### src/rtl/reg_file_param_if.sv
// Bus bundle for reg_file_param: write port, two read ports and the flush handshake.
// The datapath side is the master; the register file is the slave.
interface reg_file_param_if #(
    parameter int unsigned WIDTH  = 16,
    parameter int unsigned ADDR_W = 3
);

    // Write port (from writeback)
    logic              wr;
    logic [ADDR_W-1:0] wr_addr;
    logic [WIDTH-1:0]  d_in;

    // Read ports (to operand fetch)
    logic [ADDR_W-1:0] rd_addr_a;
    logic [ADDR_W-1:0] rd_addr_b;
    logic [WIDTH-1:0]  d_out_a;
    logic [WIDTH-1:0]  d_out_b;

    // Flush handshake and dropped-write flag
    logic              clr_req;
    logic              clr_busy;
    logic              wr_err;

    modport master (
        output wr,
        output wr_addr,
        output d_in,
        output rd_addr_a,
        output rd_addr_b,
        output clr_req,
        input  d_out_a,
        input  d_out_b,
        input  clr_busy,
        input  wr_err
    );

    modport slave (
        input  wr,
        input  wr_addr,
        input  d_in,
        input  rd_addr_a,
        input  rd_addr_b,
        input  clr_req,
        output d_out_a,
        output d_out_b,
        output clr_busy,
        output wr_err
    );

endinterface

### src/rtl/reg_file_param.sv
// Parametrised register file: 2^ADDR_W words of WIDTH bits, one write port, two
// combinational read ports, optional write-to-read bypass, optional hardwired-zero
// register 0, and a one-word-per-cycle flush engine with a busy handshake.
module reg_file_param #(
    parameter int unsigned WIDTH   = 16,
    parameter int unsigned ADDR_W  = 3,
    parameter bit          BYPASS  = 1'b1,
    parameter bit          ZERO_R0 = 1'b0
) (
    input logic             clk,
    input logic             reset,
    reg_file_param_if.slave bus
);

    localparam int unsigned DEPTH = 1 << ADDR_W;

    typedef enum logic [0:0] {
        StIdle,
        StClear
    } state_e;

    state_e            state_q, state_d;
    logic [ADDR_W-1:0] ptr_q, ptr_d;
    logic              wr_err_q, wr_err_d;
    logic [WIDTH-1:0]  mem_q [DEPTH];

    logic              busy;
    logic              wr_accept;
    logic              ptr_last;
    logic [WIDTH-1:0]  rd_a;
    logic [WIDTH-1:0]  rd_b;

    assign ptr_last = (ptr_q == {ADDR_W{1'b1}});

    // FSM state, flush pointer and dropped-write flag registers.
    always_ff @(posedge clk or posedge reset) begin
        if (reset) begin
            state_q  <= StIdle;
            ptr_q    <= '0;
            wr_err_q <= 1'b0;
        end else begin
            state_q  <= state_d;
            ptr_q    <= ptr_d;
            wr_err_q <= wr_err_d;
        end
    end

    // Next-state logic: clr_req is only looked at in idle; a flush walks every word once.
    always_comb begin
        state_d = state_q;
        ptr_d   = ptr_q;
        unique case (state_q)
            StIdle: begin
                if (bus.clr_req) begin
                    state_d = StClear;
                    ptr_d   = '0;
                end
            end
            StClear: begin
                // Wraps back to zero on the last word, so idle always restarts at 0.
                ptr_d = ptr_q + ADDR_W'(1);
                if (ptr_last) begin
                    state_d = StIdle;
                end
            end
            default: begin
                state_d = StIdle;
                ptr_d   = '0;
            end
        endcase
    end

    // FSM outputs: busy flag, write acceptance and the dropped-write pulse.
    always_comb begin
        busy      = (state_q == StClear);
        wr_accept = bus.wr && !busy && !(ZERO_R0 && (bus.wr_addr == '0));
        wr_err_d  = bus.wr && busy;
    end

    // Storage array: reset clears everything, a flush clears one word per cycle and
    // takes priority, otherwise an accepted write lands.
    always_ff @(posedge clk or posedge reset) begin
        if (reset) begin
            for (int i = 0; i < DEPTH; i++) begin
                mem_q[i] <= '0;
            end
        end else if (busy) begin
            mem_q[ptr_q] <= '0;
        end else if (wr_accept) begin
            mem_q[bus.wr_addr] <= bus.d_in;
        end
    end

    // Read port A: stored word, optionally forwarded from a same-cycle write, r0 forced low.
    always_comb begin
        rd_a = mem_q[bus.rd_addr_a];
        if (BYPASS && wr_accept && (bus.wr_addr == bus.rd_addr_a)) begin
            rd_a = bus.d_in;
        end
        if (ZERO_R0 && (bus.rd_addr_a == '0)) begin
            rd_a = '0;
        end
    end

    // Read port B: same rules as port A, evaluated independently.
    always_comb begin
        rd_b = mem_q[bus.rd_addr_b];
        if (BYPASS && wr_accept && (bus.wr_addr == bus.rd_addr_b)) begin
            rd_b = bus.d_in;
        end
        if (ZERO_R0 && (bus.rd_addr_b == '0)) begin
            rd_b = '0;
        end
    end

    assign bus.d_out_a  = rd_a;
    assign bus.d_out_b  = rd_b;
    assign bus.clr_busy = busy;
    assign bus.wr_err   = wr_err_q;

endmodule

### src/flat_wrapper.sv
// flat-port wrapper written by rule: the top's interface ports become plain ports
module reg_file_param_flat 
#(
    parameter int unsigned WIDTH   = 16,
    parameter int unsigned ADDR_W  = 3,
    parameter bit          BYPASS  = 1'b1,
    parameter bit          ZERO_R0 = 1'b0
)
  (clk, reset, bus_wr, bus_wr_addr, bus_d_in, bus_rd_addr_a, bus_rd_addr_b, bus_clr_req, bus_d_out_a, bus_d_out_b, bus_clr_busy, bus_wr_err);
  reg_file_param_if #(.WIDTH(WIDTH), .ADDR_W(ADDR_W)) bus_i ();
  input logic clk;
  input logic reset;
  input wire logic [$bits(bus_i.wr)-1:0] bus_wr;
  input wire logic [$bits(bus_i.wr_addr)-1:0] bus_wr_addr;
  input wire logic [$bits(bus_i.d_in)-1:0] bus_d_in;
  input wire logic [$bits(bus_i.rd_addr_a)-1:0] bus_rd_addr_a;
  input wire logic [$bits(bus_i.rd_addr_b)-1:0] bus_rd_addr_b;
  input wire logic [$bits(bus_i.clr_req)-1:0] bus_clr_req;
  output wire logic [$bits(bus_i.d_out_a)-1:0] bus_d_out_a;
  output wire logic [$bits(bus_i.d_out_b)-1:0] bus_d_out_b;
  output wire logic [$bits(bus_i.clr_busy)-1:0] bus_clr_busy;
  output wire logic [$bits(bus_i.wr_err)-1:0] bus_wr_err;
  assign bus_i.wr = bus_wr;
  assign bus_i.wr_addr = bus_wr_addr;
  assign bus_i.d_in = bus_d_in;
  assign bus_i.rd_addr_a = bus_rd_addr_a;
  assign bus_i.rd_addr_b = bus_rd_addr_b;
  assign bus_i.clr_req = bus_clr_req;
  assign bus_d_out_a = bus_i.d_out_a;
  assign bus_d_out_b = bus_i.d_out_b;
  assign bus_clr_busy = bus_i.clr_busy;
  assign bus_wr_err = bus_i.wr_err;
  reg_file_param #(.WIDTH(WIDTH), .ADDR_W(ADDR_W), .BYPASS(BYPASS), .ZERO_R0(ZERO_R0)) u_core (.clk(clk), .reset(reset), .bus(bus_i));
endmodule
### config.mk
export PLATFORM = sky130hd
export DESIGN_NAME = reg_file_param_flat
export DESIGN_NICKNAME = d
export VERILOG_FILES = /design/src/rtl/reg_file_param_if.sv /design/src/rtl/reg_file_param.sv /design/src/flat_wrapper.sv
export SDC_FILE = /design/constraint.sdc
export NUM_CORES = 1
export LEC_CHECK = 0
export ABC_AREA = 0
export CORE_MARGIN = 4
export CORE_UTILIZATION = 55
export CTS_BUF_LIST = sky130_fd_sc_hd__clkbuf_8
export CTS_CLUSTER_SIZE = 40
export DETAILED_ROUTE_END_ITERATION = 7
export DONT_BUFFER_PORTS = 1
export PLACE_DENSITY = 0.85
export SYNTH_ARGS = -nofsm -noshare
export SYNTH_HDL_FRONTEND = slang
export SYNTH_SLANG_ARGS = --single-unit
### constraint.sdc
create_clock -name clk -period 3.7 [get_ports clk]
set_input_delay 0 -clock clk [delete_from_list [all_inputs] [get_ports clk]]
set_output_delay 0 -clock clk [all_outputs]
set_load 0.02 [all_outputs]
==> Word-level counts from Yosys, hierarchy flattened <==
Index checks and enable logic that the tools add are counted.
{ "classes": {"bitwise_logic": 7, "n_addsub": 1, "n_reduce_logical": 8, "n_eq_ne": 4, "mux": 20, "n_lt_le_gt_ge": 6} }
{ "ops": {"columns": ["operator", "n"], "rows": [
  ["$mux 128", 2],
  ["$and 128x128->128", 1],
  ["$bwmux 128", 1],
  ["$mux 16", 8],
  ["$not 128->128", 1],
  ["$bmux 16 s3", 2],
  ["$demux 16 s3", 2],
  ["$ge 4x4->1 const B", 4],
  ["$not 3->4", 4],
  ["$lt 4x1->1 const B", 2],
  ["$eq 3x3->1", 2],
  ["$logic_and 1x1->1", 6],
  ["$pmux 3 s2", 1],
  ["$add 3x1->3 const B", 1],
  ["$eq 3x3->1 const B", 1],
  ["$mux 3", 1],
  ["$mux 1", 2],
  ["$ne 2x2->1 const B", 1],
  ["$pmux 1 s2", 1],
  ["$reduce_bool 2->1", 1],
  ["$logic_not 1->1", 1],
  ["$not 1->1", 1]
]} }
{ "word_totals": {"wordCells": 57, "reg_bits": 133, "input_bits": 29, "out_inout_bits": 34} }

==> Longest topological paths before layout <==
Gate-level depths: netlist (run 1).
{ "logic_depth": {"word_depth": 8, "mapped_depth": 6, "ltp_nobuf": 4} }

==> Worst setup path after synthesis (run 1) <==
Ideal clock, no wire load.
{ "synth_timing": {"path_type": "reg-to-reg", "startpoint": "register u_core.state_q (netlist: u_core.bus.clr_busy)", "endpoint": "register u_core.mem_q[16] (netlist bit)", "required_ns": 3.579, "stages_incl_launch_ff": 6, "path_buffers": 2, "setup_time_ns": 0.121, "arrival_time_ns": 1.593, "synth_period_minus_slack_ns": 1.714, "path_slack_ns": 1.986, "cell_sequence": "dfrtp_1 > buf_2 > nor3b_1 > a21oi_1 > clkbuf_1 > a22o_1"} }
{ "synth_via": {"elab_chain_cells": 3, "elab_cells_between_ends": 4, "classes_between": "1 x mux; 3 x reduce/logical"} }
{ "synth_lines": {"columns": ["element", "line_no", "rtl"], "rows": [
  ["from (decl)", "reg_file_param.sv:22", "state_e state_q, state_d;"],
  ["from (signal assigned)", "reg_file_param.sv:38", "state_q <= StIdle;"],
  ["from (signal assigned)", "reg_file_param.sv:42", "state_q <= state_d;"],
  ["$logic_not 1->1", "reg_file_param.sv:76", "wr_accept = bus.wr && !busy && !(ZERO_R0 && (bus.wr_addr == '0));"],
  ["$logic_and 1x1->1", "reg_file_param.sv:76", null],
  ["$reduce_bool 2->1 (no source line)", null, null],
  ["to (signal, indexed assignment)", "reg_file_param.sv:90", "mem_q[bus.wr_addr] <= bus.d_in;"],
  ["to (decl)", "reg_file_param.sv:25", "logic [WIDTH-1:0] mem_q [DEPTH];"]
]} }
Parallel ways exist; a longest one is shown, timed or not.
A chain may end at the register's enable or synchronous reset.

==> Final worst setup path (run 1) <==
{ "layout_timing": {"startpoint": "register u_core.state_q (netlist: u_core.bus.clr_busy)", "endpoint": "output port bus_d_out_b[6]"} }
{ "layout_via": {"elab_chain_cells": 4} }
{ "layout_lines": {"columns": ["element", "line_no", "rtl"], "rows": [
  ["$logic_not 1->1", "reg_file_param.sv:76", null],
  ["$logic_and 1x1->1", "reg_file_param.sv:76", null],
  ["$logic_and 1x1->1", "reg_file_param.sv:108", "if (BYPASS && wr_accept && (bus.wr_addr == bus.rd_addr_b)) begin"],
  ["$mux 16", "reg_file_param.sv:108", null],
  ["to (decl)", "flat_wrapper.sv:20", "output wire logic [$bits(bus_i.d_out_b)-1:0] bus_d_out_b;"]
]} }
Every way passes these cells.

==> impl_metrics.env, run 1 <==
export IMPL_numCtsBuffers=17
export IMPL_finish_utilization_pct=61.2
export IMPL_hold_path_class="input port to flip-flop"
export IMPL_die_area_um2=15700
export IMPL_die_x_um=125
export IMPL_grt_pass1_wl_um=32200
export IMPL_powerDensity_nw_per_um2=613
export IMPL_pre_cts_ws_ns=1.37
export IMPL_gp_congestion=0.806
export IMPL_holdWs_ns=0.0462
export IMPL_run_status="finished, final reports clean"
export IMPL_fin_crit_ns=2.77
export IMPL_post_dp_cell_area_um2=7590
export IMPL_cts_tree="built"
export IMPL_clk_latency_ns=0.47
export IMPL_cp_required_ns=3.70
export IMPL_dr_first_iter_drc_count=707
export IMPL_fmax_mhz=361
export IMPL_fin_ws_ns=0.926
export IMPL_row_count=42
export IMPL_final_layout_size_suffix_gt1_share_pct=26.6
export IMPL_fin_setup_tns_ns=0
export IMPL_antenna_found_initial=0
export IMPL_tightest_slew_ns=1.14
export IMPL_synthTopCellsByArea="dfrtp_1 44%, mux4_1 15%, a22o_1 15%"
export IMPL_netlist_instances=505
export IMPL_hold_violations=0
export IMPL_ant_nets=0
export IMPL_cts_resized=0
export IMPL_grt_pass1_vias=5567
export IMPL_start_util_pct=56.6
export IMPL_core_area_um2=13400
export IMPL_yosys_area_top_type="dfrtp_1"
export IMPL_end_kind="primary output"
export IMPL_routed_wl_um=20600
export IMPL_slew_headroom_pct=24.2
export IMPL_post_route_drc_count=0
export IMPL_routedWlPerCell_um=29.7
export IMPL_ir_drop_uv=467
export IMPL_dr_pass1_iters=5
export IMPL_dp_hpwl_um=12000
export IMPL_critPathArrivalTime_ns=2.77
export IMPL_htree_levels=4
export IMPL_synth_edf_count=0
export IMPL_die_h_um=125
export IMPL_yosys_cell_types_count=35
export IMPL_post_cts_setup_buffers=0
export IMPL_cp_endpoint="bus_d_out_b[6]"
export IMPL_r2r_end="u_core.mem_q[21]$_DFFE_PP0P_"
export IMPL_cts_buffer_depth=2
export IMPL_fin_nets=535
export IMPL_r2r_start="u_core.bus.clr_busy$_DFF_PP0_"
export IMPL_cp_max_fo=23
export IMPL_netlist_area_um2=7590
export IMPL_num_vias=5270
export IMPL_globalRouteOverflowTotal=0
export IMPL_cts_root_buf="clkbuf_8"
export IMPL_clk_pin_slew_ns=0.08
export IMPL_num_antenna_cells=0
export IMPL_cts_sinks=133
export IMPL_regToRegSetupSlack_ns=1.33
export IMPL_synthDominantCellAreaShare_pct=43.9
export IMPL_ys_warn_count=0
export IMPL_period_share_pct=75.0
export IMPL_maxSlewViolCount=0
export IMPL_netlist_top_cells_count="133 x dfrtp_1, 128 x a22o_1, 51 x mux2_2, 43 x mux4_1, 18 x mux4_2"
export IMPL_rsz0062_at_grt="no"
export IMPL_synth_seq_area_share_pct=43.9
export IMPL_hold_buffers=19
export IMPL_synth_most_common_cell="dfrtp_1"
export IMPL_setup_viol=0
export IMPL_ys_seq_elements=133
export IMPL_leakage_nw=3.92
export IMPL_synth_area_per_cell_um2=15.0
export IMPL_syn_nets=536
export IMPL_drv_cap=0
export IMPL_critPathKind="flip-flop to primary output"
export IMPL_synthArstFlopShare_pct=100
export IMPL_startpoint="u_core.bus.clr_busy$_DFF_PP0_"
export IMPL_start_kind="flip-flop"
export IMPL_synthFlopType="dfrtp_1"
export IMPL_viasPerCell=7.62
export IMPL_r2r_cells=4
export IMPL_skew_ns=0.0112
export IMPL_io_buffers=0
export IMPL_grt_start_max_net_pins=68
export IMPL_grt_total_usage_pct=26.6
export IMPL_design_area_um2=8200
export IMPL_ioPinCount=63
export IMPL_syn_to_final_growth_pct=8.03
logic make-up after synthesis:
| family | after synthesis | synth area share (%) |
|---|---|---|
| AO/OA/AOI/OAI | 140 | 15.7 |
| flip-flops | 133 | 43.9 |
| multiplexers | 128 | 31.4 |
| buffers and inverters | 60 | 5.00 |
| AND/OR/NAND/NOR | 36 | 3.05 |
| XOR/XNOR | 6 | 0.693 |
| adder cells (fa/ha/maj) | 2 | 0.330 |
routing by layer:
metal,global-route usage (%),wire [um],up-vias
li1,-,-,2079
met1,34.8,7970,2742
met2,42.1,10000,381
met3,7.59,1960,68
met4,11.0,615,0
met5,0,0,-
sequential cells by signal, summed over array words and instances, names as in the netlist:
register / flops
u_core.mem_q: 128
u_core.ptr_q: 3
u_core.bus.wr_err: 1
u_core.bus.clr_busy: 1
power breakdown:
group          total [mW]  switching (mW)  internal, mW
combinational        1.54           0.734         0.811
clock                1.32           0.588         0.727
sequential           2.17           0.353          1.81
total                5.03            1.68          3.35
worst max-delay path, cell delays in order (launching register included):
cell and delay, ns:
dfrtp_1 0.64, and2b_1 0.34, nand4_1 0.51, buf_4 0.44, mux2_2 0.36
final cells by class:
| class | instances | area, um2 |
|---|---|---|
| flip-flops and latches | 133 | 3330 |
| repair buffers | 38 | 333 |
| well taps | 176 | 220 |
| clock inverters | 10 | 131 |
| inverters | 2 | 10.0 |
| clock buffers | 21 | 289 |
| fillers | 971 | 5200 |
| multi-input cells | 312 | 3880 |
placed cells by master, fill, tap and decap left out, drive strengths merged, types with 4 or more instances in the layout:
cell type | Yosys | routed
a21oi | 7 | 7
a22o | 128 | 128
buf | 45 | 19
clkbuf | 13 | 21
clkinvlp | 0 | 4
dfrtp | 133 | 133
dlygate4sd3 | 0 | 19
inv | 2 | 5
mux2 | 64 | 64
mux4 | 64 | 64
nand2b | 4 | 4
nor2 | 9 | 9
xnor2 | 6 | 6
metrics by stage:
step           cells  total power [mW]
3_3_place_gp     642              3.56
6_report         692              5.03
4_1_cts          692              4.99
2_1_floorplan    505              3.30
3_5_place_dp     642              3.66
5_1_grt          692              5.21
how the worst min path moves through the flow:
stage / end / depth (start not counted) / startpoint / slack, ns
2_1_floorplan: u_core.ptr_q[1]$_DFFE_PP0P_ / 1 / bus_clr_req / 0.11
3_3_place_gp: u_core.mem_q[6]$_DFFE_PP0P_ / 1 / reset / 0.07
3_5_place_dp: u_core.mem_q[6]$_DFFE_PP0P_ / 1 / reset / 0.09
4_1_cts: u_core.mem_q[98]$_DFFE_PP0P_ / 3 / bus_wr_addr[1] / 0.04
5_1_grt: u_core.mem_q[103]$_DFFE_PP0P_ / 3 / bus_wr_addr[1] / 0.05
6_report: u_core.mem_q[98]$_DFFE_PP0P_ / 3 / bus_wr_addr[1] / 0.05
Power figures use the tool's default switching activity.
==> run 2: changes to the inputs <==
- ABC_AREA: 0 -> 1
- clock period: 3.7 -> 2.3 ns (I/O delays scaled with it)
==> impl_metrics.env, run 2 <==
export IMPL_period_share_pct=92.8
export IMPL_fin_ws_ns=0.166
export IMPL_cp_required_ns=2.30
export IMPL_dr_first_iter_drc_count=1230
export IMPL_hold_path_class="input port to flip-flop"
export IMPL_r2r_cells=6
export IMPL_global_route_usage_met1_pct=41.7
export IMPL_grt_pass1_wl_um=40200
export IMPL_io_buffers=0
export IMPL_syn_to_final_growth_pct=7.95
export IMPL_leakage_nw=4.53
export IMPL_grt_start_max_net_pins=68
export IMPL_core_area_um2=13900
export IMPL_rsz0062_at_grt="no"
export IMPL_finish_utilization_pct=61.0
export IMPL_cts_buffer_depth=2
export IMPL_row_count=43
export IMPL_critPathKind="flip-flop to primary output"
export IMPL_start_kind="flip-flop"
export IMPL_synthTopCellsByArea="dfrtp_1 42%, nand2_1 17%, nand3_1 14%"
export IMPL_dr_pass1_iters=5
export IMPL_tightest_slew_ns=0.791
export IMPL_grt_pass1_vias=7846
export IMPL_synthArstFlopShare_pct=100
export IMPL_end_kind="primary output"
export IMPL_synth_edf_count=0
export IMPL_final_layout_size_suffix_gt1_share_pct=7.17
export IMPL_p_int_mw=5.04
export IMPL_synthDominantCellAreaShare_pct=42.3
export IMPL_start_util_pct=56.5
export IMPL_syn_nets=1138
export IMPL_largest_reg_flops=128
export IMPL_cts_root_buf="clkbuf_8"
export IMPL_cts_tree="built"
export IMPL_ys_seq_elements=133
export IMPL_ys_warn_count=0
export IMPL_clk_pin_slew_ns=0.07
export IMPL_fmax_mhz=469
export IMPL_globalRouteOverflowTotal=0
export IMPL_multi_input_area_um2=3530
export IMPL_use_met2_pct=47.6
export IMPL_ioPinCount=63
export IMPL_antenna_found_initial=0
export IMPL_run_status="finished, final reports clean"
export IMPL_die_area_um2=16300
export IMPL_combinationalPowerShare_pct=34.5
export IMPL_dp_hpwl_um=14400
export IMPL_drv_cap=0
export IMPL_grt_use_met3_pct=9.49
export IMPL_maxSlewViolCount=0
export IMPL_synth_area_per_cell_um2=7.11
export IMPL_num_vias=7929
export IMPL_pre_cts_ws_ns=0.575
export IMPL_fin_crit_ns=2.13
export IMPL_mostFrequentLayoutCells="350 x nand2_1, 223 x nand3_1, 155 x inv_1"
export IMPL_ir_drop_uv=873
export IMPL_critPathArrivalTime_ns=2.13
export IMPL_num_antenna_cells=0
export IMPL_p_switching_mw=3.09
export IMPL_die_x_um=128
export IMPL_powerDensity_nw_per_um2=958
export IMPL_netlist_area_um2=7870
export IMPL_viasPerCell=6.18
export IMPL_cts_sinks=133
export IMPL_yosys_area_top_type="dfrtp_1"
export IMPL_hold_violations=0
export IMPL_clk_latency_ns=0.47
export IMPL_seqPwrFrac_pct=38.5
export IMPL_netlist_top_cells_count="350 x nand2_1, 223 x nand3_1, 154 x inv_1, 133 x dfrtp_1, 128 x o22ai_1"
export IMPL_ant_nets=0
export IMPL_mostFrequentLayoutCell="nand2_1"
export IMPL_switching_share_pct=38.0
export IMPL_fin_setup_tns_ns=0
export IMPL_fin_nets=1120
export IMPL_post_cts_setup_buffers=0
export IMPL_setup_viol=0
export IMPL_post_dp_cell_area_um2=7850
export IMPL_synth_seq_area_share_pct=42.3
export IMPL_skew_ns=0.0108
export IMPL_regArea_um2=3330
export IMPL_gp_congestion=0.851
export IMPL_htree_levels=4
export IMPL_hold_path_depth=3
export IMPL_largest_register="u_core.mem_q"
export IMPL_post_route_drc_count=0
export IMPL_synth_most_common_cell="nand2_1"
export IMPL_synthFlopType="dfrtp_1"
export IMPL_busiest_layer="met2"
export IMPL_netlist_instances=1107
export IMPL_top_regs="u_core.mem_q: 128 flops, u_core.ptr_q: 3 flops"
export IMPL_numCtsBuffers=17
export IMPL_power_share_clock_pct=27.1
export IMPL_design_area_um2=8500
export IMPL_fill_cells=1211
export IMPL_yosys_cell_types_count=20
export IMPL_grt_total_usage_pct=31.5
export IMPL_routed_wl_um=25200
export IMPL_cp_max_fo=17
export IMPL_die_h_um=128
export IMPL_slew_headroom_pct=47.2
export IMPL_routedWlPerCell_um=19.6
[run 2: cell types whose count changed after synthesis, sizes merged, moves of 64 or more]
cell / before / now
mux2: 64 / 0
mux4: 64 / 0
nand2: 3 / 362
nand3: 0 / 223
a22o: 128 / 0
o22ai: 0 / 128
inv: 2 / 164
[run 2: kinds of logic after synthesis]
| kind of cell | share of synthesized area (%) |
|---|---|
| adder cells (fa/ha/maj) | 0.318 |
| flip-flops | 42.3 |
| buffers and inverters | 13.0 |
| AND/OR/NAND/NOR | 33.9 |
| AO/OA/AOI/OAI | 10.4 |
[run 2: per-stage QoR]
step	instances	hold WS, ns	power (mW)
6_report	1282	0.0460	8.14
3_3_place_gp	1231	0.0409	5.74
5_1_grt	1282	0.0358	8.60
3_5_place_dp	1231	0.0426	5.84
4_1_cts	1282	0.0171	8.06
2_1_floorplan	1107	0.104	5.37
[run 2: power groups by stage]
stage                     sequential (mW)  clock [mW]  combinational, mW
after floorplan                      3.12           0               2.25
after global placement               3.14           0               2.60
after detailed placement             3.17           0               2.67
after CTS                            3.13        2.21               2.73
after global routing                 3.18        2.31               3.11
final                                3.13        2.20               2.80
[run 2: area by class of cell]
cell class	instances	share of cell area, %
Multi-Input combinational cell	739	41.5
Sequential cell	133	39.2
Inverter	164	7.41
Timing Repair Buffer	34	4.01
Clock buffer	21	3.40
Tap cell	180	2.65
Clock inverter	11	1.84
[run 2: path summary, 6_finish.rpt]
check                                               from  slack [ns]                             to
setup / recovery           u_core.bus.clr_busy$_DFF_PP0_        0.17                 bus_d_out_b[3]
hold / removal                            bus_wr_addr[1]        0.05   u_core.mem_q[14]$_DFFE_PP0P_
setup reg to reg           u_core.bus.clr_busy$_DFF_PP0_        0.51   u_core.mem_q[19]$_DFFE_PP0P_
hold reg to reg            u_core.mem_q[101]$_DFFE_PP0P_        0.54  u_core.mem_q[101]$_DFFE_PP0P_
max in group asynchronous                          reset        1.43   u_core.mem_q[30]$_DFFE_PP0P_
min in group asynchronous                          reset        0.15   u_core.mem_q[81]$_DFFE_PP0P_
[run 2: layer usage]
layer	part of all wire [%]	vias to the layer above
met1	38	3625
met5	0	-
met2	45	620
met3	14	106
li1	-	3578
met4	4.1	0
[run 2: timing repair]
item / in CTS / in global routing
hold buffers: 19 / 0
hold endpoints to repair: 164 / 0
gates resized for setup: 0 / 4
setup endpoints to repair: 0 / 30
[run 2: critical path, stage by stage (launching register included)]
cell and delay [ns]:
dfrtp_1 0.44, nor2_8 0.24, nand2_2 0.09, nor2_2 0.17, nand2_4 0.20, inv_6 0.21, nand2_1 0.09, nand2_1 0.20
